### src/rtl/seg_scan_ctrl.sv
// Multiplexed 7-segment scan controller: one shared hex decoder, NDIG common-anode
// digits, guard band between slots, frame-aligned display updates via load/ack.

module seg_scan_lz_cell (
  input  logic [3:0] nib,
  input  logic       upper_zero,
  output logic       zero_run
);
  // Set when this nibble and every more-significant nibble are zero.
  assign zero_run = upper_zero && (nib == 4'h0);
endmodule

module seg_scan_ctrl #(
  parameter int NDIG     = 4,
  parameter int SCAN_DIV = 50000,
  parameter int GUARD    = 500
) (
  input  logic              clk,
  input  logic              rst,
  input  logic [4*NDIG-1:0] value,
  input  logic              load,
  input  logic              blank_lz,
  output logic              ack,
  output logic [3:0]        hex_nib,
  input  logic [6:0]        seg_in,
  output logic [6:0]        seg_out,
  output logic [NDIG-1:0]   dig_en_n
);
  localparam int CMAX = (SCAN_DIV > GUARD) ? SCAN_DIV : GUARD;
  localparam int CW   = $clog2(CMAX);
  localparam int DW   = $clog2(NDIG);

  typedef enum logic {S_GUARD, S_DRIVE} state_t;

  state_t                 state, state_nxt;
  logic [CW-1:0]          cnt, cnt_nxt;
  logic [DW-1:0]          dig, dig_nxt;
  logic [NDIG-1:0]        en_n_nxt;
  logic [NDIG-1:0][3:0]   disp, pend;
  logic                   pend_valid;
  logic                   frame_end, xfer;
  logic [NDIG:1]          hi_zero;
  logic [NDIG-1:0]        sup;

  always_comb begin
    state_nxt = state;
    cnt_nxt   = cnt + 1'b1;
    dig_nxt   = dig;
    frame_end = 1'b0;
    case (state)
      S_GUARD: if (cnt == CW'(GUARD - 1)) begin
        cnt_nxt   = '0;
        state_nxt = S_DRIVE;
      end
      S_DRIVE: if (cnt == CW'(SCAN_DIV - 1)) begin
        cnt_nxt   = '0;
        state_nxt = S_GUARD;
        frame_end = (dig == DW'(NDIG - 1));
        dig_nxt   = frame_end ? '0 : dig + 1'b1;
      end
      default: state_nxt = S_GUARD;
    endcase
    // Enables are registered so they switch on the same edge as the state.
    en_n_nxt = '1;
    if (state_nxt == S_DRIVE) en_n_nxt[dig_nxt] = 1'b0;
  end

  assign xfer = frame_end && pend_valid;

  always_ff @(posedge clk or posedge rst) begin
    if (rst) begin
      state      <= S_GUARD;
      cnt        <= '0;
      dig        <= '0;
      dig_en_n   <= '1;
      disp       <= '0;
      pend       <= '0;
      pend_valid <= 1'b0;
      ack        <= 1'b0;
    end else begin
      state    <= state_nxt;
      cnt      <= cnt_nxt;
      dig      <= dig_nxt;
      dig_en_n <= en_n_nxt;
      ack      <= xfer;
      if (xfer) disp <= pend;
      // A load coinciding with a transfer lands in pend after the old word moves out.
      if (load) pend <= value;
      pend_valid <= load || (pend_valid && !frame_end);
    end
  end

  assign hi_zero[NDIG] = 1'b1;
  assign sup[0]        = 1'b0;

  genvar i;
  generate
    for (i = 1; i < NDIG; i++) begin : g_lz
      seg_scan_lz_cell u_cell (
        .nib        (disp[i]),
        .upper_zero (hi_zero[i+1]),
        .zero_run   (hi_zero[i])
      );
      assign sup[i] = blank_lz && hi_zero[i];
    end
  endgenerate

  assign hex_nib = disp[dig];
  assign seg_out = (state == S_GUARD || sup[dig]) ? 7'h7F : seg_in;

endmodule

### config.mk
export PLATFORM = sky130hd
export DESIGN_NAME = seg_scan_ctrl
export DESIGN_NICKNAME = d
export VERILOG_FILES = /design/src/rtl/seg_scan_ctrl.sv
export SDC_FILE = /design/constraint.sdc
export NUM_CORES = 1
export LEC_CHECK = 0
export ABC_AREA = 1
export BUFFER_PORTS_ARGS = -buffer_cell sky130_fd_sc_hd__clkbuf_2
export CAP_MARGIN = 10
export CORE_MARGIN = 2
export CORE_UTILIZATION = 50
export CTS_CLUSTER_SIZE = 12
export DETAILED_ROUTE_END_ITERATION = 10
export GPL_TIMING_DRIVEN = 0
export PLACE_DENSITY = 0.8
export SLEW_MARGIN = 20
export SYNTH_ARGS = -nofsm -noshare
export SYNTH_HDL_FRONTEND = slang
export SYNTH_SLANG_ARGS = --single-unit
export TNS_END_PERCENT = 50
### constraint.sdc
create_clock -name clk -period 1.6 [get_ports clk]
set_clock_uncertainty 0.1 [all_clocks]
set_input_delay 0.16 -clock clk [delete_from_list [all_inputs] [get_ports clk]]
set_output_delay 0.16 -clock clk [all_outputs]
set_load 0.02 [all_outputs]
==> results by group <==
Clocking
  • Clk slew on worst S/H paths: 0.07 ns
  • CTS tree: yes
  • CTS sink cnt: 57
  • Num CTS Buffers: 9
  • H-tree level count: 3
  • Clock Latency Late Sink: 0.35 ns
  • Clock Tree Buf Depth: 2
  • CTS root buf: clkbuf_8

Placement
  • Number of port buffers: slightly above 40
  • Routability Congestion: slightly above 0.9
  • Placed Cells: between 400 and 500
  • Post-DP HPWL: about 4.5 mm
  • Placed Area: ~3200 um^2

Status
  • Run status: complete, but fails checks
  • Failing checks: negative setup slack

Die
  • Starting Density: between 50% and 60%
  • Die footprint: 6342 um^2
  • # IOs: between 40 and 50
  • Die Wd: about 80 um
  • Core Rows: 27
  • Die Ht: about 80 um
  • Core area: 5507 um^2

Synthesis
  • Main synth FF type: dfrtp_1
  • EDFF count, synth: 0
  • Cell variety after synth: 32
  • Top cells by count, synth: nand2_1 (123), dfrtp_1 (53), nor2_1 (36)
  • Cell taking the most area after synthesis: dfrtp_1
  • Cell with the most instances after synthesis: nand2_1
  • Syn Area/Cell: a little over 8 um^2
  • Async SR Flop Fraction: 100.0%
  • Synthesized instance count: ~350
  • Yosys reg bits: 57
  • Post-synthesis sequential area ratio: 50.04%
  • Post-Syn Area: 2860 um^2
  • Yosys top cell area share: about 46%
  • Ys Warns: 0
  • Post-Syn Nets: between 300 and 400
  • Synth area leaders: dfrtp_1 (46%), nand2_1 (16%), nand3_1 (5.6%)

Timing
  • Final Slew Violations: 0
  • F_max: about 530 MHz
  • Final worst-path cycle share: 117.5%
  • Slew @ Worst Pin: 0.5134 ns
  • RSZ-0062 raised after global routing: yes
  • Total negative setup slack: -4.023 ns
  • Final setup viols: 27
  • Max-slew headroom: between 60% and 70%
  • Fin crit period: 1.880 ns
  • Hold Vio Cnt, Final: 0
  • PnR worst setup slack: -0.2798 ns

Layout
  • Layout Cells excl Fill: 530
  • Finished Cell Area: around 4200 um^2
  • Final #Nets: a little under 500
  • Antenna cells: 0
  • Syn-to-layout area delta: 47.46%
  • Layout cells sized above 1: between 30% and 40%

Global route
  • Initial antenna violation count: 0
  • Largest net degree at the start of global routing: 36
  • Total track usage: 26.04%
  • First-pass GRT wire length: between 10 and 15 mm
  • GRT overflow: 0
  • Vias in the first global route: 2693

Critical path
  • Crit path buffers/inverters: 1
  • CP startpoint: disp[12]
  • FF-to-FF path depth: 9
  • R2R setup slack: -0.13 ns
  • Worst Path Arrival: between 1.5 and 2 ns
  • WS Path Type: flop to primary output
  • Worst-path fanout max: 7
  • R2r startpoint: cnt[0]
  • CP top delay family: simple AND/OR/NAND/NOR gates
  • Slowest cell on the critical path: dfrtp_1
  • Chain of cells forming the critical path: nor4_4, nand3_4, nand3b_1, clkbuf_8
  • CP peak stage delay: around 0.45 ns
  • Req. time, crit path: approximately 1.3 ns
  • Reg2reg end: disp[8]
  • Critical Path Source Type: flop
  • Crit. End Element: primary output

Flow run
  • Max-cap check violation count: 0

Detailed routing
  • Metal-1 WL: approximately 3.4 mm
  • Met3 WL: roughly 600 um
  • Iteration-0 DRC Markers: 357
  • Vias: 2961
  • Drt wl/cell: roughly 16 um
  • DR vias/cell: ~5.6
  • Final wirelength: roughly 8.6 mm
  • Antenna Nets Post-Route: 0
  • Max Used Layer: met4
  • Drt pass-1 iters: 5
  • # DRC: 0
  • WL met2: around 4.4 mm

Power and ir drop
  • Peak VDD IR: 667.8 uV
  • Pwr/cell area: 763.1 nW/um^2
  • Leak pwr: around 2.1 nW

Min path
  • Hold Crit Class: input pin to flop
  • Hold Path Cell Cnt: 3
  • Hold endpoint: pend[0]
  • Hold path startpoint: load
-- kinds of logic (layout without fill, tap and decap cells) --
kind of cell / after synthesis / in the layout / synth area share, %
compound gates: 26 / 26 / 4.856
xor+xnor: 7 / 7 / 2.144
fa+ha+maj: 2 / 2 / 0.8748
buf+inv: 42 / 146 / 6.561
flops: 57 / 57 / 50.04
simple gates: 220 / 220 / 35.52
-- power breakdown --
| group | total, mW | switching, mW | internal [mW] |
|---|---|---|---|
| clock | 1.56 | 0.667 | 0.892 |
| combinational | 0.155 | 0.0794 | 0.0756 |
| sequential | 1.50 | 0.0280 | 1.48 |
| total | 3.22 | 0.775 | 2.44 |
-- flip-flops by register name (all words and copies together) (netlist names) --
name and flops:
ack 1, dig_en_n 4, pend 16, disp 16, cnt 16, state 1, dig 2, pend_valid 1
-- worst register-to-register path: stages, from the launching register on --
cell and delay [ns]:
dfrtp_1 0.40, ha_4 0.20, nand2_4 0.08, nor2_4 0.12, nand2_2 0.10, nor2_4 0.12, nand4_4 0.16, buf_6 0.20
nand2_2 0.07, nand2_1 0.06
-- final cells by class --
type	count	area, um^2
buffer	11	85.08
multi-input combinational	255	1514
inverter	31	125.1
fill	324	1289
clock buffer	9	123.9
timing repair buffer	88	735.7
tap	72	90.09
sequential	57	1440
clock inverter	7	103.9
-- routing by layer --
metal	up-vias	global-route usage (%)
li1	1335	-
met3	34	7.805
met5	-	0
met1	1427	31.60
met2	165	43.45
met4	0	10.17
-- worst max path at each step --
stage / endpoint / slack (ns) / cells after the start
floorplan: disp[12] / 0.008 / 9
global placement: seg_out[0] / -0.18 / 7
detailed placement: disp[13] / -0.25 / 9
CTS: seg_out[4] / -0.23 / 7
global route: seg_out[2] / -0.30 / 7
finish: seg_out[0] / -0.28 / 4
-- cells in the final DEF, fill, tap and decap left out, types with 2 or more instances in the layout --
cell           Yosys  final
inv_1             28     22
nand2_1          123     96
dfrtp_1           53     46
nand4_1            7      7
clkbuf_1           4      3
nand3b_1           8      8
clkbuf_2           0     31
dfstp_2            4      4
buf_6              1      7
nand3_2            1     10
dfrtp_2            0      7
o22ai_1            3      2
inv_4              0      2
o21ai_0           17     11
clkinv_4           0      4
o21ai_1            0      6
bufinv_16          0      2
nand2_2            3     23
nand3_4            1      4
buf_4              2     28
clkbuf_8           0     17
nor2_4             4      8
nor2_2             1      5
xor2_1             6      6
a21oi_1            4      3
buf_12             0      2
inv_2              2      5
dlygate4sd3_1      0     17
nand2_4            0      7
nand3_1           32     20
nor2_1            36     28
-- through the flow --
| step | hold slack (ns) | power, mW | utilization, % | setup slack, ns |
|---|---|---|---|---|
| CTS | 0.02337 | 3.206 | 71.57 | -0.2334 |
| global route | 0.06116 | 3.326 | 76.60 | -0.3006 |
| finish | 0.03673 | 3.218 | 76.60 | -0.2798 |
| detailed placement | 0.1118 | 1.644 | 57.74 | -0.2461 |
| global placement | 0.2610 | 1.633 | 57.37 | -0.1780 |
| floorplan | 0.1454 | 1.584 | - | 0.007770 |
-- what timing repair did --
action,4_1_cts,5_1_grt
gates cloned,2,1
endpoints found under the setup margin,44,47
setup buffers,17,10
hold buffers,17,0
pin swaps,18,21
hold endpoints to repair,38,0
resized for setup,61,62
No activity file was read; power rests on OpenSTA's default activity.
